===== src/rtl/int_pkg.sv =====
// Shared types and constants for the fixed-priority interrupt controller.
// Source index assignments match the peripheral wiring at the top level.
package int_pkg;

    typedef enum logic [1:0] {
        IDLE    = 2'd0,
        REQ     = 2'd1,
        SERVICE = 2'd2
    } int_state_t;

    localparam int INT_MAX_SRC    = 16;
    localparam int INT_SRC_SWITCH = 0;
    localparam int INT_SRC_KEYPAD = 1;
    localparam int INT_SRC_TIMER  = 2;

endpackage


===== src/rtl/prio_enc.sv =====
// Combinational priority encoder: index of the lowest set request bit.
module prio_enc #(
    parameter  int N_SRC = 4,
    localparam int VW    = $clog2(N_SRC)
) (
    input  logic [N_SRC-1:0] req,
    output logic             valid,
    output logic [VW-1:0]    index
);

    always_comb begin
        valid = |req;
        index = '0;
        // Scan downward so the lowest set bit is written last.
        for (int i = N_SRC - 1; i >= 0; i--) begin
            if (req[i]) begin
                index = VW'(i);
            end
        end
    end

endmodule


===== src/rtl/int_controller.sv =====
// Fixed-priority interrupt controller: masks level requests, raises irq with a
// frozen vector, acks the granted source after inta, and holds until eoi.
module int_controller
    import int_pkg::*;
#(
    parameter  int N_SRC = 4,
    localparam int VW    = $clog2(N_SRC)
) (
    input  logic             clk,
    input  logic             rst_n,
    input  logic [N_SRC-1:0] src_int,
    output logic [N_SRC-1:0] src_ack,
    input  logic             mask_we,
    input  logic [N_SRC-1:0] mask_din,
    output logic [N_SRC-1:0] mask,
    output logic [N_SRC-1:0] pending,
    output logic             irq,
    input  logic             inta,
    output logic [VW-1:0]    vector,
    output logic             in_service,
    input  logic             eoi
);

    int_state_t       state_q, state_d;
    logic             irq_q, irq_d;
    logic [VW-1:0]    vec_q, vec_d;
    logic             ins_q, ins_d;
    logic [N_SRC-1:0] ack_q, ack_d;
    logic [N_SRC-1:0] mask_q;

    logic             enc_valid;
    logic [VW-1:0]    enc_index;

    assign pending = src_int & ~mask_q;

    prio_enc #(
        .N_SRC (N_SRC)
    ) u_prio_enc (
        .req   (pending),
        .valid (enc_valid),
        .index (enc_index)
    );

    always_ff @(posedge clk) begin
        if (!rst_n) begin
            state_q <= IDLE;
            irq_q   <= 1'b0;
            vec_q   <= '0;
            ins_q   <= 1'b0;
            ack_q   <= '0;
            mask_q  <= '0;
        end else begin
            state_q <= state_d;
            irq_q   <= irq_d;
            vec_q   <= vec_d;
            ins_q   <= ins_d;
            ack_q   <= ack_d;
            if (mask_we) begin
                mask_q <= mask_din;
            end
        end
    end

    always_comb begin
        state_d = state_q;
        irq_d   = irq_q;
        vec_d   = vec_q;
        ins_d   = ins_q;
        ack_d   = '0;
        unique case (state_q)
            IDLE: begin
                if (enc_valid) begin
                    vec_d   = enc_index;
                    irq_d   = 1'b1;
                    state_d = REQ;
                end
            end
            REQ: begin
                // inta takes precedence over a same-cycle cancel.
                if (inta) begin
                    irq_d        = 1'b0;
                    ack_d[vec_q] = 1'b1;
                    ins_d        = 1'b1;
                    state_d      = SERVICE;
                end else if (!pending[vec_q]) begin
                    irq_d   = 1'b0;
                    state_d = IDLE;
                end
            end
            SERVICE: begin
                if (eoi) begin
                    ins_d   = 1'b0;
                    state_d = IDLE;
                end
            end
            default: begin
                state_d = IDLE;
                irq_d   = 1'b0;
                ins_d   = 1'b0;
            end
        endcase
    end

    assign mask       = mask_q;
    assign irq        = irq_q;
    assign vector     = vec_q;
    assign in_service = ins_q;
    assign src_ack    = ack_q;

endmodule


===== config.mk =====
export PLATFORM = sky130hd
export DESIGN_NAME = int_controller
export DESIGN_NICKNAME = d
export VERILOG_FILES = /design/src/rtl/int_pkg.sv /design/src/rtl/prio_enc.sv /design/src/rtl/int_controller.sv
export SDC_FILE = /design/constraint.sdc
export NUM_CORES = 1
export LEC_CHECK = 0
export ABC_AREA = 1
export CORE_MARGIN = 5
export CORE_UTILIZATION = 38
export CTS_CLUSTER_DIAMETER = 30
export DETAILED_ROUTE_END_ITERATION = 10
export GPL_TIMING_DRIVEN = 1
export PLACE_DENSITY_LB_ADDON = 0.1
export SYNTH_ARGS = -nofsm -noshare
export SYNTH_HDL_FRONTEND = slang
export SYNTH_HIERARCHICAL = 1
export SYNTH_SLANG_ARGS = --single-unit

===== constraint.sdc =====
create_clock -name clk -period 1.4 [get_ports clk]
set_input_delay 0.14 -clock clk [delete_from_list [all_inputs] [get_ports clk]]
set_output_delay 0.14 -clock clk [all_outputs]
set_load 0.01 [all_outputs]

==> results.yml <==
status:
  run_status: "finished, final reports clean"
clock_tree:
  clock_sink_count: 14
  insertion_delay_ns: 0.28
  postCtsHoldBufs: 0
  cts_made_buffers: 3
  htreeDepth: 1
  max-clock-path-buffers: 2
  ctsRootBufferMaster: "clkbuf_4"
  clk_pin_slew_ns: 0.08
  tritoncts_clock_tree: "built"
setup_path:
  critical_path.top_delay_family: "buffers and inverters"
  rrSetupSlack_ns: 0.21
  critical_path.max_stage_delay_ns: 0.55
  critical_path.slowest_cell: "clkdlybuf4s50_1"
  r2r_cells: 8
  path_max_fanout: 5
  worst_path_cell_chain: "clkdlybuf4s50_1"
  critPathArrivalTime_ns: 1.21
  critical_path.n_buffers_inverters: 1
  critPathKind: "register to output port"
  regToRegEndpoint: "irq"
  timing.critical_path.from_type: "register"
  required_time_reported_for_the_critical_path_endpoint_ns: 1.26
  timing.critical_path.to_type: "output port"
  worstReg2RegStart: "mask[2]"
routing:
  final_antenna_net_count: 0
  via_count: 655
  drt_pass1_iterations: 4
  routed_via_density: 4.55
  wl_per_cell_um: 10.3
  drt_iter0_markers: 15
  drt_drc_violations_left: 0
  totalWireLength_um: 1480
place:
  dp_cells: 141
  place.port_buffers: 28
  place_area_um2: 975
  gpl.final_weighted_congestion: 0.778
  post-dp-hpwl_um: 1170
worst_hold_path:
  hold_start: "mask_din[2]"
  hp-class: "primary input to register"
  worstHoldPathCells: 3
  timing.hold.worst_endpoint: "mask[2]"
timing:
  slew-limit-headroom: 0.817
  tightestPinTransition_ns: 0.273
  skew_ns: 0.00387
  final.min_clock_period_ns: 1.35
  finish_stage_setup_viols: 0
  timing.final.crit_share: 0.962
  fin_setup_tns_ns: 0
  maxSlewViolCount: 0
  max_clock_freq_ghz: 0.742
  hold_violations: 0
  unrepaired_setup_endpoints_after_global_routing: "no"
grt:
  grt_pass1_vias: 622
  grtUsageTotal: 0.126
  grt_remaining_overflow: 0
  grt_max_degree: 9
  global_route_wire_length_before_repair_um: 2450
  grt_antenna_before_repair: 0
cells_and_area:
  layout_cell_share_with_drive_strength_beyond_1: 0.156
  layoutNonFillerInstCount: 144
  fill_cells: 145
  num_antenna_cells: 0
  num-nets-final: 143
  footprint_of_the_multi_input_gates_um2: 259
  sequential_standard_cell_area_um2: 285
  area_growth_pct: 64.7
  final_area_um2: 1000
power_and_ir_drop:
  fraction_of_power_spent_switching_nets: 0.297
  power.internal_mw: 0.684
  leakage_nw: 0.488
  switching_power_mw: 0.289
  comb_power_share: 0.289
  power.ir.vdd_worst_v: 0.000642
  seq_power_share: 0.471
  total_power_mw: 0.973
  p_clk_frac: 0.240
  p_per_area_nw_per_um2: 973
run:
  max_cap_viol_count: 0
logic_synthesis:
  instance_count_of_the_mapped_netlist: 88
  post_synth_num_cell_types: 12
  synth.net_count: 101
  ys_warn_count: 6
  flip_flop_and_latch_count_after_synthesis: 14
  synth_sequential_area_ratio: 0.462
  synth.avg_cell_area_um2: 6.90
  synth_area_um2: 607
floorplan:
  die_h_um: 50.0
  die_width_um: 50.0
  num_io_pins: 29
  floorplan.initialDensity: 0.403
  area_inside_the_core_boundary_um2: 1510
  placement_rows: 14
  die_area_um2: 2500
[layout make-up]
| type | count | share of cell area |
|---|---|---|
| timing repair buffer | 37 | 0.345 |
| sequential | 14 | 0.285 |
| multi-input combinational | 56 | 0.259 |
| inverter | 18 | 0.0676 |
| clock buffer | 3 | 0.0225 |
| tap | 16 | 0.0200 |
[cell usage after synthesis]
master / n / area share
nand4_1: 1 / 0.010
nand2_1: 18 / 0.11
a21oi_2: 3 / 0.043
nor2_1: 14 / 0.087
inv_2: 2 / 0.012
dfxtp_1: 14 / 0.46
a21oi_1: 8 / 0.066
nor2_4: 1 / 0.019
nand3_1: 1 / 0.0082
nor3_1: 2 / 0.016
o21ai_0: 8 / 0.066
inv_1: 16 / 0.099
[per-stage QoR]
stage / utilization / hold slack (ns) / worst slack (ns)
floorplan: - / 0.275 / 0.135
global placement: 0.647 / 0.462 / -0.109
detailed placement: 0.647 / 0.466 / -0.130
CTS: 0.659 / 0.443 / 0.00244
global route: 0.664 / 0.464 / 0.0255
finish: 0.664 / 0.443 / 0.0528
[cell usage in the layout, fill, tap and decap left out]
master	instances
nor2_4	1
dfxtp_2	1
inv_1	16
clkdlybuf4s50_1	23
a21oi_1	8
dlygate4sd2_1	4
nand4_1	1
inv_2	2
dfxtp_1	12
clkbuf_4	3
dfxtp_4	1
nor2_1	14
nand2_1	18
nor3_1	2
nand3_1	1
buf_4	9
o21ai_0	8
dlymetal6s2s_1	1
a21oi_2	3
[worst max-delay path by stage]
| stage | start | end | slack [ns] | cells after the start |
|---|---|---|---|---|
| after floorplan | mask[2] | irq | 0.14 | 8 |
| after global placement | src_int[2] | pending[2] | -0.11 | 4 |
| after detailed placement | src_int[2] | pending[2] | -0.13 | 4 |
| after CTS | vector[0] | vector[0] | 0.002 | 1 |
| after global routing | mask[2] | mask[2] | 0.03 | 1 |
| final | vector[0] | vector[0] | 0.05 | 1 |
[worst min-delay path: stages]
cell and delay (ns):
clkdlybuf4s50_1 0.40, nor2_1 0.10, nor2_1 0.05
[repair_timing]
item	4_1_cts	5_1_grt
setup buffers	0	0
hold endpoints to repair	0	0
endpoints found under the setup margin	5	2
gates resized for setup	5	3
[power by group through the flow]
stage	logic, mW	clock network, mW	registers (mW)
floorplan	0.118	0	0.474
global placement	0.286	0	0.465
detailed placement	0.289	0	0.465
CTS	0.285	0.235	0.457
global route	0.311	0.257	0.464
finish	0.281	0.233	0.458
[registers in the layout, indices dropped and copies added, names as in the netlist]
signal      count
mask            4
src_ack         4
state_q         2
vector          2
in_service      1
irq             1
[metal layers]
layer / vias up / global-route usage / routed length, µm
li1: 353 / - / -
met1: 278 / 0.140 / 643
met2: 20 / 0.206 / 691
met3: 4 / 0.0452 / 110
met4: 0 / 0.0655 / 36
met5: - / 0 / 0
[kinds of logic after synthesis]
logic type	count (synthesis)	share of synthesized area
AOI/OAI and AO/OA	19	0.175
and+or+nand+nor	37	0.252
buffers and inverters	18	0.111
DFF	14	0.462
Power figures use the tool's default switching activity.
